$ cat config.mk
export PLATFORM = sky130hd
export DESIGN_NAME = uart_tx_frame
export DESIGN_NICKNAME = d
export VERILOG_FILES = /design/src/rtl/uart_pkg.sv /design/src/rtl/uart_baud_tick.sv /design/src/rtl/uart_tx_frame.sv
export SDC_FILE = /design/constraint.sdc
export NUM_CORES = 1
export LEC_CHECK = 0
export BUFFER_PORTS_ARGS = -buffer_cell sky130_fd_sc_hd__buf_2
export CORE_MARGIN = 2
export CORE_UTILIZATION = 50
export DETAILED_ROUTE_END_ITERATION = 10
export PLACE_DENSITY = 0.72
export SLEW_MARGIN = 20
export SYNTH_ARGS = -nofsm -noshare
export SYNTH_HDL_FRONTEND = slang
export SYNTH_SLANG_ARGS = --single-unit
$ cat constraint.sdc
create_clock -name clk -period 5.2 [get_ports clk]
set_input_delay 0.78 -clock clk [delete_from_list [all_inputs] [get_ports clk]]
set_output_delay 0.78 -clock clk [all_outputs]
set_load 0.05 [all_outputs]
$ cat src/rtl/uart_pkg.sv
// Shared FSM encoding, parameter limits and helper functions for the UART transmitter.
// The optional parity stage of uart_tx_frame is enabled by defining UART_TX_PARITY_EN.
package uart_pkg;

  typedef enum logic [2:0] {
    ST_IDLE   = 3'd0,
    ST_START  = 3'd1,
    ST_DATA   = 3'd2,
    ST_PARITY = 3'd3,
    ST_STOP   = 3'd4
  } tx_state_e;

  localparam int MIN_CLKS_PER_BIT = 4;
  localparam int MIN_DATA_BITS    = 5;
  localparam int MAX_DATA_BITS    = 9;
  localparam int MIN_STOP_BITS    = 1;
  localparam int MAX_STOP_BITS    = 2;
  // Wide enough for the largest data-bit index (8).
  localparam int BIT_CNT_W        = 4;

  function automatic int baud_cnt_width(input int clks_per_bit);
    return (clks_per_bit > 1) ? $clog2(clks_per_bit) : 1;
  endfunction

  function automatic logic parity_bit(input logic [MAX_DATA_BITS-1:0] data, input logic odd);
    return (^data) ^ odd;
  endfunction

endpackage

$ cat src/rtl/uart_baud_tick.sv
// Bit-time counter: counts 0..CLKS_PER_BIT-1, restartable, flags the last and
// second-to-last cycle of each bit.
module uart_baud_tick #(
  parameter int CLKS_PER_BIT = 10417
) (
  input  logic clk_i,
  input  logic rst_i,
  input  logic restart_i,
  output logic bit_end_o,
  output logic pre_end_o
);
  import uart_pkg::*;

  localparam int               CNT_W    = baud_cnt_width(CLKS_PER_BIT);
  localparam logic [CNT_W-1:0] CNT_ZERO = {CNT_W{1'b0}};
  localparam logic [CNT_W-1:0] CNT_ONE  = CNT_W'(1);
  localparam logic [CNT_W-1:0] CNT_LAST = CNT_W'(CLKS_PER_BIT - 1);
  localparam logic [CNT_W-1:0] CNT_PRE  = CNT_W'(CLKS_PER_BIT - 2);

  logic [CNT_W-1:0] cnt_q;
  logic [CNT_W-1:0] cnt_d;

  // Next count: restart wins, otherwise wrap at the bit boundary.
  always_comb begin
    cnt_d = cnt_q;
    if (restart_i) begin
      cnt_d = CNT_ZERO;
    end else if (cnt_q == CNT_LAST) begin
      cnt_d = CNT_ZERO;
    end else begin
      cnt_d = cnt_q + CNT_ONE;
    end
  end

  // Counter register.
  always_ff @(posedge clk_i) begin
    if (rst_i) begin
      cnt_q <= CNT_ZERO;
    end else begin
      cnt_q <= cnt_d;
    end
  end

  assign bit_end_o = (cnt_q == CNT_LAST);
  assign pre_end_o = (cnt_q == CNT_PRE);

endmodule

$ cat src/rtl/uart_tx_frame.sv
// UART transmitter: start, DATA_BITS data bits LSB first, optional parity, STOP_BITS stops.
// Define UART_TX_PARITY_EN to insert the parity bit (even, or odd with PARITY_ODD=1).
module uart_tx_frame #(
  parameter int CLKS_PER_BIT = 10417,
  parameter int DATA_BITS    = 8,
  parameter int STOP_BITS    = 1,
  parameter int PARITY_ODD   = 0
) (
  input  logic                 clk,
  input  logic                 rst,
  input  logic [DATA_BITS-1:0] d_tx,
  input  logic                 vld_tx,
  output logic                 rdy_tx,
  output logic                 txd,
  output logic                 busy,
  output logic                 tx_done
);
  import uart_pkg::*;

  localparam logic [BIT_CNT_W-1:0] BIT_ZERO  = {BIT_CNT_W{1'b0}};
  localparam logic [BIT_CNT_W-1:0] BIT_ONE   = BIT_CNT_W'(1);
  localparam logic [BIT_CNT_W-1:0] DATA_LAST = BIT_CNT_W'(DATA_BITS - 1);
  localparam logic [BIT_CNT_W-1:0] STOP_LAST = BIT_CNT_W'(STOP_BITS - 1);

  tx_state_e            state_q;
  tx_state_e            state_d;
  logic [DATA_BITS-1:0] shift_q;
  logic [DATA_BITS-1:0] shift_d;
  logic [BIT_CNT_W-1:0] bit_cnt_q;
  logic [BIT_CNT_W-1:0] bit_cnt_d;
  logic                 txd_q;
  logic                 txd_d;
  logic                 busy_q;
  logic                 busy_d;
  logic                 done_q;
  logic                 done_d;
  logic                 bit_end_s;
  logic                 pre_end_s;
  logic                 accept_s;
  logic                 last_stop_s;
  logic                 restart_s;

  // The counter idles at zero so every frame starts on a fresh bit time.
  assign restart_s = (state_q == ST_IDLE) || accept_s;

  uart_baud_tick #(
    .CLKS_PER_BIT(CLKS_PER_BIT)
  ) u_baud (
    .clk_i    (clk),
    .rst_i    (rst),
    .restart_i(restart_s),
    .bit_end_o(bit_end_s),
    .pre_end_o(pre_end_s)
  );

  assign last_stop_s = (state_q == ST_STOP) && bit_end_s && (bit_cnt_q == STOP_LAST);
  assign rdy_tx      = !rst && ((state_q == ST_IDLE) || last_stop_s);
  assign accept_s    = rdy_tx && vld_tx;

`ifdef UART_TX_PARITY_EN
  logic par_q;
  logic par_d;

  // Parity is captured at acceptance because the shift register is consumed as bits go out.
  always_comb begin
    if (accept_s) begin
      par_d = parity_bit(MAX_DATA_BITS'(d_tx), (PARITY_ODD != 0));
    end else begin
      par_d = par_q;
    end
  end

  // Parity register.
  always_ff @(posedge clk) begin
    if (rst) begin
      par_q <= 1'b0;
    end else begin
      par_q <= par_d;
    end
  end
`endif

  // State register.
  always_ff @(posedge clk) begin
    if (rst) begin
      state_q <= ST_IDLE;
    end else begin
      state_q <= state_d;
    end
  end

  // Next-state logic.
  always_comb begin
    state_d = state_q;
    case (state_q)
      ST_IDLE: begin
        if (accept_s) begin
          state_d = ST_START;
        end else begin
          state_d = ST_IDLE;
        end
      end
      ST_START: begin
        if (bit_end_s) begin
          state_d = ST_DATA;
        end else begin
          state_d = ST_START;
        end
      end
      ST_DATA: begin
        if (bit_end_s && (bit_cnt_q == DATA_LAST)) begin
`ifdef UART_TX_PARITY_EN
          state_d = ST_PARITY;
`else
          state_d = ST_STOP;
`endif
        end else begin
          state_d = ST_DATA;
        end
      end
`ifdef UART_TX_PARITY_EN
      ST_PARITY: begin
        if (bit_end_s) begin
          state_d = ST_STOP;
        end else begin
          state_d = ST_PARITY;
        end
      end
`endif
      ST_STOP: begin
        // A word accepted in the final stop cycle chains straight into its start bit.
        if (last_stop_s) begin
          state_d = accept_s ? ST_START : ST_IDLE;
        end else begin
          state_d = ST_STOP;
        end
      end
      default: state_d = ST_IDLE;
    endcase
  end

  // Shift register and per-state bit counter.
  always_comb begin
    shift_d   = shift_q;
    bit_cnt_d = bit_cnt_q;
    if (accept_s) begin
      shift_d   = d_tx;
      bit_cnt_d = BIT_ZERO;
    end else if (bit_end_s) begin
      if (state_q == ST_DATA) begin
        shift_d = {1'b0, shift_q[DATA_BITS-1:1]};
      end else begin
        shift_d = shift_q;
      end
      if (state_d != state_q) begin
        bit_cnt_d = BIT_ZERO;
      end else begin
        bit_cnt_d = bit_cnt_q + BIT_ONE;
      end
    end else begin
      shift_d   = shift_q;
      bit_cnt_d = bit_cnt_q;
    end
  end

  // Output decode from the upcoming state so txd, busy and tx_done come straight from flops.
  always_comb begin
    txd_d  = 1'b1;
    busy_d = (state_d != ST_IDLE);
    done_d = (state_q == ST_STOP) && (bit_cnt_q == STOP_LAST) && pre_end_s;
    case (state_d)
      ST_IDLE:   txd_d = 1'b1;
      ST_START:  txd_d = 1'b0;
      ST_DATA:   txd_d = shift_d[0];
`ifdef UART_TX_PARITY_EN
      ST_PARITY: txd_d = par_q;
`endif
      ST_STOP:   txd_d = 1'b1;
      default:   txd_d = 1'b1;
    endcase
  end

  // Datapath and output registers.
  always_ff @(posedge clk) begin
    if (rst) begin
      shift_q   <= {DATA_BITS{1'b0}};
      bit_cnt_q <= BIT_ZERO;
      txd_q     <= 1'b1;
      busy_q    <= 1'b0;
      done_q    <= 1'b0;
    end else begin
      shift_q   <= shift_d;
      bit_cnt_q <= bit_cnt_d;
      txd_q     <= txd_d;
      busy_q    <= busy_d;
      done_q    <= done_d;
    end
  end

  assign txd     = txd_q;
  assign busy    = busy_q;
  assign tx_done = done_q;

endmodule

### Word-level counts from Yosys, hierarchy flattened

Index checks and enable logic that the tools add are counted.

| storage, ports and cells | value |
|---|---|
| register bits | 32 |
| bits of input ports | 11 |
| word-level logic and storage cells | 47 |

| operators by class | value |
|---|---|
| reductions and logical operators | 18 |
| eq/ne operators | 9 |
| $add $sub $neg | 2 |
| muxes and demuxes | 10 |

Operator list:

| cell | count |
|---|---|
| equality test 14 bit, second input constant | 2 |
| two-way mux 8 bit | 3 |
| adder 14 x 1 -> 14 bit, second input constant | 1 |
| one-hot mux 3 bit (4 select lines) | 1 |
| logical AND 1 bit | 7 |
| equality test 3 x 1 -> 1 bit, second input constant | 2 |
| equality test 3 x 2 -> 1 bit, second input constant | 2 |
| two-way mux 3 bit | 2 |
| adder 4 x 1 -> 4 bit, second input constant | 1 |
| equality test 4 x 3 -> 1 bit, second input constant | 1 |
| zero test 4 bit | 1 |
| two-way mux 4 bit | 1 |
| nonzero test 2 bit | 2 |
| equality test 3 bit, second input constant | 1 |
| zero test 3 bit | 1 |
| inequality test 3 bit | 1 |
| nonzero test 3 bit | 1 |
| OR reduction 3 bit | 1 |
| logical OR 1 bit | 2 |
| two-way mux 2 bit | 1 |
| one-hot mux 1 bit (2 select lines) | 1 |
| AND reduction 2 bit | 1 |
| OR reduction 2 bit | 1 |
| zero test 1 bit | 1 |
| two-way mux 1 bit | 1 |

### Longest topological paths before layout

| logic depth | value |
|---|---|
| word-level depth | 11 |
| depth in mapped cells | 9 |
| mapped depth without buffers | 8 |

### Modules after synthesis

A second synthesis with hierarchy kept.

| unflattened totals | value |
|---|---|
| cell total of the unflattened synthesis | 174 |
| area total of the unflattened synthesis | 1,686.6 um^2 |

Modules (own cells, without submodules):

| module | area an instance (um^2) | times used | cells an instance |
|---|---|---|---|
| uart_tx_frame | 994.7 | 1 | 100 |
| uart_baud_tick | 691.9 | 1 | 74 |

### Least setup slack after synthesis

OpenSTA, ideal clock, no wires.

| timing | value |
|---|---|
| path kind | reg-to-output |
| start point | register u_baud.cnt_q[0] |
| end point | output port rdy_tx |
| setup slack | 2.207 ns |
| cell stages (with the launch flop) | 7 |
| data arrival time | 2.213 ns |
| required time | 4.420 ns |
| cell sequence | dfxtp_1 > inv_1 > ha_1 > or4bb_1 > nor4_4 > a21oi_2 > nor2_1 |

| between the ends | value |
|---|---|
| cells in the longest elaborated chain, start to end | 5 |

Ends and longest elaborated chain:

| item | line | RTL |
|---|---|---|
| from (decl) | uart_baud_tick.sv:20 | `logic [CNT_W-1:0] cnt_q;` |
| from (signal assigned) | uart_baud_tick.sv:40 | `cnt_q <= cnt_d;` |
| equality test 14 bit | uart_baud_tick.sv:44 | `assign bit_end_o = (cnt_q == CNT_LAST);` |
| logical AND 1 bit (2 in a row) | uart_tx_frame.sv:56 | `assign last_stop_s = (state_q == ST_STOP) && bit_end_s && (bit_cnt_q == STOP_LAST);` |
| logical OR 1 bit | uart_tx_frame.sv:57 | `assign rdy_tx = !rst && ((state_q == ST_IDLE) \|\| last_stop_s);` |
| logical AND 1 bit | uart_tx_frame.sv:57 |  |
| to (decl) | uart_tx_frame.sv:13 | `output logic rdy_tx,` |

Every way passes these cells.

### Worst setup path in the final report

Same ends and word-level chain as after synthesis.

==> metrics.txt <==
# TYPE chip_impl_metric gauge
chip_impl_info{name="status",value="complete, no violations"} 1
chip_impl_metric{name="postCtsResizedCells",unit=""} 0
chip_impl_info{name="synth_top_cells_by_area",value="sky130_fd_sc_hd__dfxtp_1 42%, sky130_fd_sc_hd__nor2_1 6.9%, sky130_fd_sc_hd__xor2_1 5.2%"} 1
chip_impl_metric{name="rows",unit=""} 20
chip_impl_metric{name="clk_transition_reported_paths",unit="ns"} 0.11
chip_impl_metric{name="route.met3.wl",unit="um"} 99
chip_impl_metric{name="synth_area_per_cell",unit="um2"} 8.73
chip_impl_metric{name="critical_path.max_stage_delay",unit="ns"} 0.54
chip_impl_metric{name="crit_arrival",unit="ns"} 2.41
chip_impl_metric{name="postSynthNetCount",unit=""} 190
chip_impl_metric{name="finalWorstPathRequiredPeriod",unit="ns"} 3.19
chip_impl_metric{name="postSynthRegisterBits",unit=""} 32
chip_impl_metric{name="port-buffer-count",unit=""} 14
chip_impl_metric{name="antenna_found_initial",unit=""} 0
chip_impl_metric{name="detail-route-antenna-nets",unit=""} 0
chip_impl_metric{name="tritoncts.num_buffers",unit=""} 5
chip_impl_metric{name="dr_total_vias",unit=""} 1251
chip_impl_metric{name="timing.setup.tns",unit="ns"} 0
chip_impl_metric{name="grt_use_total",unit="%"} 17.6
chip_impl_metric{name="grt_first_pass_wirelength",unit="mm"} 4.78
chip_impl_metric{name="detailed_place_hpwl",unit="mm"} 1.97
chip_impl_info{name="synth_top_area_cell",value="sky130_fd_sc_hd__dfxtp_1"} 1
chip_impl_metric{name="cts_hold_buf",unit=""} 0
chip_impl_metric{name="max_slew_margin",unit="%"} 61.6
chip_impl_metric{name="pin_count",unit=""} 15
chip_impl_metric{name="yosysWarningCount",unit=""} 0
chip_impl_metric{name="via_per_inst",unit=""} 5.61
chip_impl_metric{name="detail_route.first_pass.iterations",unit=""} 4
chip_impl_metric{name="total_leakage_power",unit="nW"} 0.674
chip_impl_metric{name="routability_cong",unit=""} 0.872
chip_impl_metric{name="postSynthCellCount",unit=""} 175
chip_impl_metric{name="tightest_slew",unit="ns"} 0.572
chip_impl_metric{name="cp_data_required_time",unit="ns"} 4.42
chip_impl_metric{name="floorplan.die.height",unit="um"} 59.3
chip_impl_info{name="layout.cells.most_common_list",value="32 x sky130_fd_sc_hd__dfxtp_1, 28 x sky130_fd_sc_hd__nor2_1, 14 x sky130_fd_sc_hd__buf_2"} 1
chip_impl_metric{name="instances_no_fill",unit=""} 223
chip_impl_metric{name="met2_wirelength",unit="mm"} 1.33
chip_impl_metric{name="die_width",unit="um"} 59.3
chip_impl_info{name="setup.worst_path.end_class",value="output port"} 1
chip_impl_metric{name="initial_utilization",unit="%"} 51.3
chip_impl_metric{name="grt_remaining_overflow",unit=""} 0
chip_impl_metric{name="max-cap-violations",unit=""} 0
chip_impl_metric{name="max-clock-path-buffers",unit=""} 2
chip_impl_metric{name="clock_tree.htree_level_count",unit=""} 2
chip_impl_metric{name="finalPower",unit="uW"} 478
chip_impl_metric{name="cellPowerDensity",unit="mW/mm2"} 283
chip_impl_metric{name="vias_in_the_first_global_route",unit=""} 1173
chip_impl_metric{name="timing.clock.skew",unit="ns"} 0.0111
chip_impl_metric{name="grt_max_degree",unit=""} 20
chip_impl_metric{name="maximum_vdd_ir_drop",unit="uV"} 202
chip_impl_info{name="criticalPathCategory",value="flip-flop to output port"} 1
chip_impl_metric{name="crit_fanout",unit=""} 9
chip_impl_info{name="tritoncts",value="yes"} 1
chip_impl_info{name="hold_path_class",value="flip-flop to flip-flop"} 1
chip_impl_metric{name="mappedNetlistArea",unit="mm2"} 0.00153
chip_impl_info{name="top_layer_used_by_detailed_routing",value="met4"} 1
chip_impl_info{name="start_kind",value="flip-flop"} 1
chip_impl_info{name="clock_tree_root_driver_cell",value="sky130_fd_sc_hd__clkbuf_4"} 1
chip_impl_metric{name="drive_gt1_share",unit="%"} 15.8
chip_impl_metric{name="slew_viol_final",unit=""} 0
chip_impl_metric{name="totalWireLength",unit="mm"} 2.70
chip_impl_metric{name="setup_viol_count_final",unit=""} 0
chip_impl_metric{name="drt_iter0_markers",unit=""} 95
chip_impl_info{name="slowest_stage",value="sky130_fd_sc_hd__or4bb_1"} 1
chip_impl_metric{name="clock.fmax",unit="GHz"} 0.314
chip_impl_metric{name="fin_nets",unit=""} 204
chip_impl_info{name="mostFrequentLayoutCell",value="sky130_fd_sc_hd__dfxtp_1"} 1
chip_impl_metric{name="finalCritPeriodShare",unit="%"} 61.3
chip_impl_info{name="grt_setup_unrepaired",value="no"} 1
chip_impl_metric{name="area_delta_synth_final",unit="%"} 10.6
chip_impl_metric{name="routedWlPerCell",unit="um"} 12.1
chip_impl_metric{name="insertion_delay",unit="ns"} 0.34
chip_impl_info{name="cells_along_the_critical_path",value="inv_1 -> ha_1 -> or4bb_1 -> nor4_4 -> a21oi_2 -> nor2_1 -> buf_2"} 1
chip_impl_metric{name="final_core_util",unit="%"} 56.8
chip_impl_metric{name="timing.critical_path.buf_inv",unit=""} 2
chip_impl_metric{name="postCtsSetupBuffers",unit=""} 0
chip_impl_metric{name="remaining_drc_errors",unit=""} 0
chip_impl_metric{name="cts_sinks",unit=""} 32
chip_impl_metric{name="timing.final.hold_violations",unit=""} 0
chip_impl_info{name="crit_family",value="simple AND/OR/NAND/NOR gates"} 1
chip_impl_metric{name="synth_seq_area_share",unit="%"} 41.9
chip_impl_metric{name="post-place-cells",unit=""} 215
chip_impl_metric{name="area_enclosed_by_the_die_boundary",unit="mm2"} 0.00351
chip_impl_metric{name="met1Wirelength",unit="mm"} 1.25
chip_impl_metric{name="count_of_antenna_diodes_in_the_layout",unit=""} 0
chip_impl_metric{name="netlist.area_leader.share",unit="%"} 41.9
chip_impl_metric{name="coreArea",unit="mm2"} 0.00298
chip_impl_metric{name="synth.lib_cells_used.distinct",unit=""} 40
-- cells in the mapped netlist (all sizes together) --
cell / count
or4bb: 1
nor2: 28
nand3: 6
clkbuf: 5
nand2: 11
or4b: 1
o21bai: 1
nor3b: 2
nand3b: 2
a211oi: 9
a31oi: 2
xor2: 9
dfxtp: 32
nand2b: 3
nand4b: 1
buf: 2
a211o: 1
xnor2: 2
nor3: 5
a21oi: 10
inv: 7
and3: 4
nand4: 2
or4: 1
o21a: 1
ha: 4
or3: 5
mux2i: 7
nor2b: 1
o21ai: 5
nor4: 3
o22ai: 1
or3b: 1
-- state kept, by name, summed over array words and instances (netlist names) --
name and cells:
state_q 3, bit_cnt_q 4, u_baud.cnt_q 14, shift_q 8, tx_done 1, txd 1, busy 1
-- where the power goes --
group / leakage (nW) / internal [mW] / switching [mW]
sequential: 0.260 / 0.252 / 0.00421
combinational: 0.373 / 0.0122 / 0.0212
clock: 0.0412 / 0.100 / 0.0888
-- per-stage QoR --
stage,hold slack [ns],area [um2],worst slack [ns]
after floorplan,0.441,1530,2.21
after global placement,0.455,1610,2.41
after detailed placement,0.470,1610,2.38
after CTS,0.493,1690,1.98
after global routing,0.514,1690,1.87
final,0.486,1690,2.01
-- path summary, 6_finish.rpt --
kind / end / from / slack (ns) / depth (start not counted)
max: rdy_tx / u_baud.cnt_q[0]$_SDFF_PP0_ / 2.01 / 7
min: shift_q[7]$_SDFFE_PP0P_ / shift_q[7]$_SDFFE_PP0P_ / 0.49 / 2
max reg2reg: txd$_SDFF_PP1_ / u_baud.cnt_q[0]$_SDFF_PP0_ / 2.73 / 8
min reg2reg: shift_q[7]$_SDFFE_PP0P_ / shift_q[7]$_SDFFE_PP0P_ / 0.49 / 2
-- worst register-to-register path, cell delays in order (launching register included) --
cell and delay, ns:
sky130_fd_sc_hd__dfxtp_1 0.35, sky130_fd_sc_hd__inv_1 0.07, sky130_fd_sc_hd__ha_1 0.13, sky130_fd_sc_hd__or4bb_1 0.54, sky130_fd_sc_hd__nor4_4 0.46, sky130_fd_sc_hd__nand2_4 0.20, sky130_fd_sc_hd__mux2i_1 0.27, sky130_fd_sc_hd__nand2_1 0.08
sky130_fd_sc_hd__a211o_1 0.29
-- cells by family (layout without fill, tap and decap cells) --
group / count (synthesis) / count (layout) / share of synthesized area (%)
flip-flops: 32 / 32 / 41.9
multiplexers: 7 / 7 / 4.59
buffers and inverters: 14 / 29 / 3.60
AND/OR/NAND/NOR: 77 / 77 / 27.9
adder cells (fa/ha/maj): 4 / 4 / 3.28
XOR/XNOR: 11 / 11 / 6.31
AO/OA/AOI/OAI: 30 / 30 / 12.4
-- layer usage --
layer	global-route usage [%]	up-vias
met5	0	-
met4	5.52	0
met3	5.90	2
met2	28.4	21
met1	22.2	585
li1	-	643
-- cell type report --
type | count | area, um2
clock inverters | 3 | 42.5
inverters | 7 | 26.3
flip-flops and latches | 32 | 641
multi-input cells | 129 | 832
fillers | 268 | 1290
clock buffers | 5 | 37.5
well taps | 33 | 41.3
repair buffers | 14 | 70.1
No activity file was read; power rests on OpenSTA's default activity.
